===== src/rtl/color_ctrl.sv =====
// Frame-based command sequencer for colorGen: parses A5/CMD/payload/CSUM frames, commits
// validated settings in one cycle, and auto-steps the hue index at a programmable rate.
module color_ctrl #(
  parameter int unsigned TIMEOUT = 1024,
  parameter logic [7:0]  IDX_MAX = 8'hD8
) (
  input  logic       clk,
  input  logic       reset,
  input  logic [7:0] rx_data,
  input  logic       rx_valid,
  output logic       rx_ready,
  output logic       busy,
  output logic       frame_err,
  output logic [7:0] mode_out,
  output logic [7:0] lint_out,
  output logic [7:0] idx_out,
  output logic [7:0] white_out,
  output logic [7:0] red_out,
  output logic [7:0] green_out,
  output logic [7:0] blue_out
);

  localparam int unsigned GapW = $clog2(TIMEOUT + 1);

  typedef enum logic [2:0] {StIdle, StCmd, StPayload, StCsum, StCommit} state_e;

  state_e          state_q, state_d;
  logic [2:0]      pcnt_q, pcnt_d;
  logic [GapW-1:0] gap_q, gap_d;
  logic [7:0]      cmd_q, cmd_d;
  logic [7:0]      csum_q, csum_d;
  logic [3:0][7:0] stg_q, stg_d;
  logic            err_q, err_d;
  logic [7:0]      mode_q, mode_d, lint_q, lint_d, idx_q, idx_d;
  logic [7:0]      white_q, white_d, red_q, red_d, green_q, green_d, blue_q, blue_d;
  logic            auto_q, auto_d;
  logic [15:0]     rate_q, rate_d, rate_cnt_q, rate_cnt_d;
  logic            accept;

  assign rx_ready = (state_q != StCommit);
  assign busy     = (state_q != StIdle);
  assign accept   = rx_valid && rx_ready;

  always_comb begin
    state_d    = state_q;
    pcnt_d     = pcnt_q;
    gap_d      = gap_q;
    cmd_d      = cmd_q;
    csum_d     = csum_q;
    stg_d      = stg_q;
    err_d      = 1'b0;
    mode_d     = mode_q;
    lint_d     = lint_q;
    idx_d      = idx_q;
    white_d    = white_q;
    red_d      = red_q;
    green_d    = green_q;
    blue_d     = blue_q;
    auto_d     = auto_q;
    rate_d     = rate_q;
    rate_cnt_d = rate_cnt_q;

    unique case (state_q)
      StIdle: begin
        gap_d = '0;
        if (accept && rx_data == 8'hA5) state_d = StCmd;
      end
      StCmd: if (accept) begin
        cmd_d  = rx_data;
        csum_d = rx_data;
        case (rx_data)
          8'h21:        begin pcnt_d = 3'd4; state_d = StPayload; end
          8'hA4, 8'hC3: begin pcnt_d = 3'd3; state_d = StPayload; end
          8'h0F:        state_d = StCsum;
          default:      begin err_d = 1'b1; state_d = StIdle; end
        endcase
      end
      StPayload: if (accept) begin
        // Shift staging so the last payload byte always lands in stg[0].
        stg_d  = {stg_q[2:0], rx_data};
        csum_d = csum_q ^ rx_data;
        pcnt_d = pcnt_q - 3'd1;
        if (pcnt_q == 3'd1) state_d = StCsum;
      end
      StCsum: if (accept) begin
        if (rx_data == csum_q) begin
          state_d = StCommit;
        end else begin
          err_d   = 1'b1;
          state_d = StIdle;
        end
      end
      StCommit: state_d = StIdle;
      default:  state_d = StIdle;
    endcase

    if (state_q == StCmd || state_q == StPayload || state_q == StCsum) begin
      if (accept) begin
        gap_d = '0;
      end else if (gap_q == GapW'(TIMEOUT - 1)) begin
        gap_d   = '0;
        err_d   = 1'b1;
        state_d = StIdle;
      end else begin
        gap_d = gap_q + GapW'(1);
      end
    end

    // A commit takes the edge; any auto step due on it is dropped.
    if (state_q == StCommit) begin
      auto_d = 1'b0;
      case (cmd_q)
        8'h21: begin
          mode_d  = 8'h21;
          white_d = stg_q[3];
          red_d   = stg_q[2];
          green_d = stg_q[1];
          blue_d  = stg_q[0];
        end
        8'hA4: begin
          mode_d  = 8'hA4;
          idx_d   = stg_q[2];
          white_d = stg_q[1];
          lint_d  = stg_q[0];
        end
        8'hC3: begin
          mode_d     = 8'hA4;
          lint_d     = stg_q[0];
          auto_d     = 1'b1;
          rate_d     = {stg_q[2], stg_q[1]};
          rate_cnt_d = '0;
        end
        default: begin
          mode_d  = 8'h21;
          white_d = '0;
          red_d   = '0;
          green_d = '0;
          blue_d  = '0;
        end
      endcase
    end else if (auto_q) begin
      if (rate_cnt_q == rate_q) begin
        rate_cnt_d = '0;
        idx_d      = (idx_q >= IDX_MAX) ? 8'h00 : idx_q + 8'd1;
      end else begin
        rate_cnt_d = rate_cnt_q + 16'd1;
      end
    end
  end

  always_ff @(posedge clk or negedge reset) begin
    if (!reset) begin
      state_q    <= StIdle;
      pcnt_q     <= '0;
      gap_q      <= '0;
      cmd_q      <= '0;
      csum_q     <= '0;
      stg_q      <= '0;
      err_q      <= 1'b0;
      mode_q     <= '0;
      lint_q     <= '0;
      idx_q      <= '0;
      white_q    <= '0;
      red_q      <= '0;
      green_q    <= '0;
      blue_q     <= '0;
      auto_q     <= 1'b0;
      rate_q     <= '0;
      rate_cnt_q <= '0;
    end else begin
      state_q    <= state_d;
      pcnt_q     <= pcnt_d;
      gap_q      <= gap_d;
      cmd_q      <= cmd_d;
      csum_q     <= csum_d;
      stg_q      <= stg_d;
      err_q      <= err_d;
      mode_q     <= mode_d;
      lint_q     <= lint_d;
      idx_q      <= idx_d;
      white_q    <= white_d;
      red_q      <= red_d;
      green_q    <= green_d;
      blue_q     <= blue_d;
      auto_q     <= auto_d;
      rate_q     <= rate_d;
      rate_cnt_q <= rate_cnt_d;
    end
  end

  assign frame_err = err_q;
  assign mode_out  = mode_q;
  assign lint_out  = lint_q;
  assign idx_out   = idx_q;
  assign white_out = white_q;
  assign red_out   = red_q;
  assign green_out = green_q;
  assign blue_out  = blue_q;

endmodule


===== config.mk =====
export PLATFORM = sky130hd
export DESIGN_NAME = color_ctrl
export DESIGN_NICKNAME = d
export VERILOG_FILES = /design/src/rtl/color_ctrl.sv
export SDC_FILE = /design/constraint.sdc
export NUM_CORES = 1
export LEC_CHECK = 0
export ABC_AREA = 1
export BUFFER_PORTS_ARGS = -buffer_cell sky130_fd_sc_hd__buf_2
export CAP_MARGIN = 10
export CORE_UTILIZATION = 50
export DETAILED_ROUTE_END_ITERATION = 10
export PLACE_DENSITY_LB_ADDON = 0.12
export SETUP_SLACK_MARGIN = 0.5
export SLEW_MARGIN = 10
export SYNTH_ARGS = -nofsm -noshare
export SYNTH_HDL_FRONTEND = slang
export SYNTH_SLANG_ARGS = --single-unit

===== constraint.sdc =====
create_clock -name clk -period 1.6 [get_ports clk]
set_input_delay 0.24 -clock clk [delete_from_list [all_inputs] [get_ports clk]]
set_output_delay 0.24 -clock clk [all_outputs]
set_load 0.1 [all_outputs]

==> out/summary.txt <==
Setup CP Type - reg2reg
Max Freq - 0.4492 GHz
Area contributors post-synth - dfrtp_1 50%, nand2_1 14%, o21ai_0 6.2%
number of synthesized flops with an enable pin - 0
Sequential cell area - 3841 um^2
fin. max-slew vios - 0
DRT Pass-1 Iters - 11
DRC Markers - 1
number of global-route vias before repair - 7963
Worst-Skew Late Latency - 0.48 ns
GRT overflow - 0
Startpoint Class - flop
status - finished with violations
area added between synthesis and finish - 81.17%
HP Class - in2reg
Critical Path Fanout Max - 8
post-route clock period utilization - 139.1%
Tot Pwr - 9.142 mW
first-pass GRT wire length - 44.51 mm
top cells by count, synth - 271 x nand2_1, 150 x dfrtp_1, 100 x inv_1
register area share after synthesis - 50.09%
register bit total from synthesis - 150
Hold Violations, Final - 0
Final setup viols - 137
met3 usage - 8.591%
Die Ht - 124.4 um
Syn Inst Count - 934
Post-Syn Area - 7493 um^2
layer with the highest usage - met2
Max Clock Skew - 0.01925 ns
setup_tns - -27.81 ns
I/O pin total - 70
routing usage on met2 - 62.98%
layout cells sized above 1 - 58.15%
max cap viols - 0
commonest register cell after synthesis - dfrtp_1
Via density - 6.780
Max clock buf depth - 2
CP Data Arrival Time - 2.59 ns
Synth Warn # - 0
critical path launch point - rate_cnt_q[3]
ys async rst share - 100.0%
Yosys top cell area share - 50.09%
gpl congestion - 0.8292
multi-input combinational cell area - 4687 um^2
Die W - 124.4 um
cts bufs inserted - 17
H-Tree Depth - 4
R2R Path Start - rate_cnt_q[3]
actual slew at the worst max-slew pin - 0.6243 ns
clk sinks - 150
Initial Util - 51.36%
Layout Cells excl Fill - 1387
count leader, synth - nand2_1
Final nets - 1206
pwr/cell area - 673.4 nW/um^2
Max IR drop VDD - 0.9014 mV
post-detail-place hpwl - 12.65 mm
Layout fillers - 409
CTS tree - built
I/O Buffers - 65
Yosys cell types - 45
1st-iter DRT viols - 1535
WL final - 43.26 mm
final worst path period need - 2.226 ns
DR vias - 9404
initial antenna violation count - 6
Wirelength per Cell - 31.19 um
GR Util All Layers - 37.54%
data required time of the worst path - 1.96 ns
dpl cells - 1190
clock root buffer master - clkbuf_16
final worst slack - -0.6264 ns
clock slew at reported path FFs - 0.07 ns
grt met1 use - 44.90%
pre-CTS setup slack - -0.1187 ns
Worst setup EP type - flop
final hold slack - 0.04775 ns
Post-Syn Area per Cell - 8.023 um^2
DIE AREA - 15480 um^2
Min-Delay Startpoint - rx_valid
leakage - 6.311 nW
Slew headroom - 58.10%
largest net degree at the start of global routing - 45
area leader, netlist - dfrtp_1
RSZ-0062 raised after global routing - true
num rows - 44
Floorplan Core Area - 14590 um^2
Routed Antenna Nets - 0
failing checks - DRC, setup timing
state kept, by name, indices dropped and copies added, names as in the netlist:
name        cells
cmd_q           8
red_out         8
white_out       8
stg_q          32
state_q         3
pcnt_q          3
lint_out        8
rate_q         16
gap_q          11
auto_q          1
rate_cnt_q     16
frame_err       1
green_out       8
blue_out        8
mode_out        3
idx_out         8
csum_q          8
path summary, 6_finish.rpt:
kind	end	slack, ns	depth (start not counted)
worst max-delay path	idx_out[0]	-0.63	11
worst min-delay path	state_q[2]	0.05	3
min in group asynchronous	white_out[7]	0.28	2
worst max register to register	idx_out[0]	-0.63	11
worst min register to register	pcnt_q[1]	0.51	2
max in group asynchronous	idx_out[2]	0.67	3
stage by stage:
stage	cell area (um^2)	utilization (%)
floorplan	8004	-
global placement	8626	59.13
detailed placement	8626	59.13
CTS	12140	83.22
global route	13570	93.04
finish	13580	93.05
final cells by class:
class / count / area share [%]
inverter: 112 / 3.705
multi-input combinational: 637 / 34.53
timing repair inverter: 2 / 0.1659
clock buffer: 18 / 3.235
timing repair buffer: 269 / 27.06
antenna: 1 / 0.01843
tap: 184 / 1.696
sequential: 150 / 28.29
clock inverter: 14 / 1.300
cells by family (layout without fill, tap and decap cells):
kind of cell	after synthesis	after routing	share of synthesized area, %
buffers and inverters	153	415	8.716
other	1	5	0.05004
adders and majority gates	6	6	1.002
AOI/OAI and AO/OA	160	160	11.62
xor gates and xnor gates	25	25	2.922
DFF	150	150	50.09
and+or+nand+nor	439	442	25.60
report_power, final:
part | total, mW | switching, mW | internal, mW | leakage (nW)
clock | 4.49 | 1.98 | 2.51 | 0.297
combinational | 0.622 | 0.424 | 0.197 | 4.12
sequential | 4.03 | 0.148 | 3.88 | 1.89
total | 9.14 | 2.56 | 6.59 | 6.31
timing repair:
item	in CTS	in global routing
endpoints found under the hold margin	35	0
endpoints found under the setup margin	205	205
setup buffers	85	49
cloned	25	4
pin swaps	87	79
hold buffers	1	0
resized for setup	451	233
routing by layer:
layer,share of wire (%),up-vias
met5,0.21,-
met4,13,8
met2,43,998
li1,-,3499
met3,14,501
met1,31,4398
layout by cell type (no fill, tap or decap), types with 7 or more instances in the layout:
cell type	count
a21oi_2	25
buf_6	38
nand2_8	9
dfrtp_2	46
buf_4	108
buf_16	19
inv_2	17
o21ai_1	26
a21oi_1	7
inv_1	82
nor2_2	9
nand3_1	27
nand3_2	29
o21ai_2	67
nand2_1	157
dfrtp_1	96
buf_8	9
nand2_2	55
dfrtp_4	8
o21ai_4	10
buf_2	9
nand2_4	60
nor2_4	15
nor2_1	46
buf_12	81
xor2_1	18
clkbuf_16	21
critical path: stages, from the launching register on:
cell	delay, ns
dfrtp_1	0.43
inv_1	0.13
nand2_1	0.10
nand2_1	0.22
nor2_1	0.26
nand2_1	0.16
nor2_4	0.21
nand3_4	0.18
nand2_8	0.18
nand2_2	0.10
nand2_1	0.09
inv_1	0.05
No activity file was read; power rests on OpenSTA's default activity.
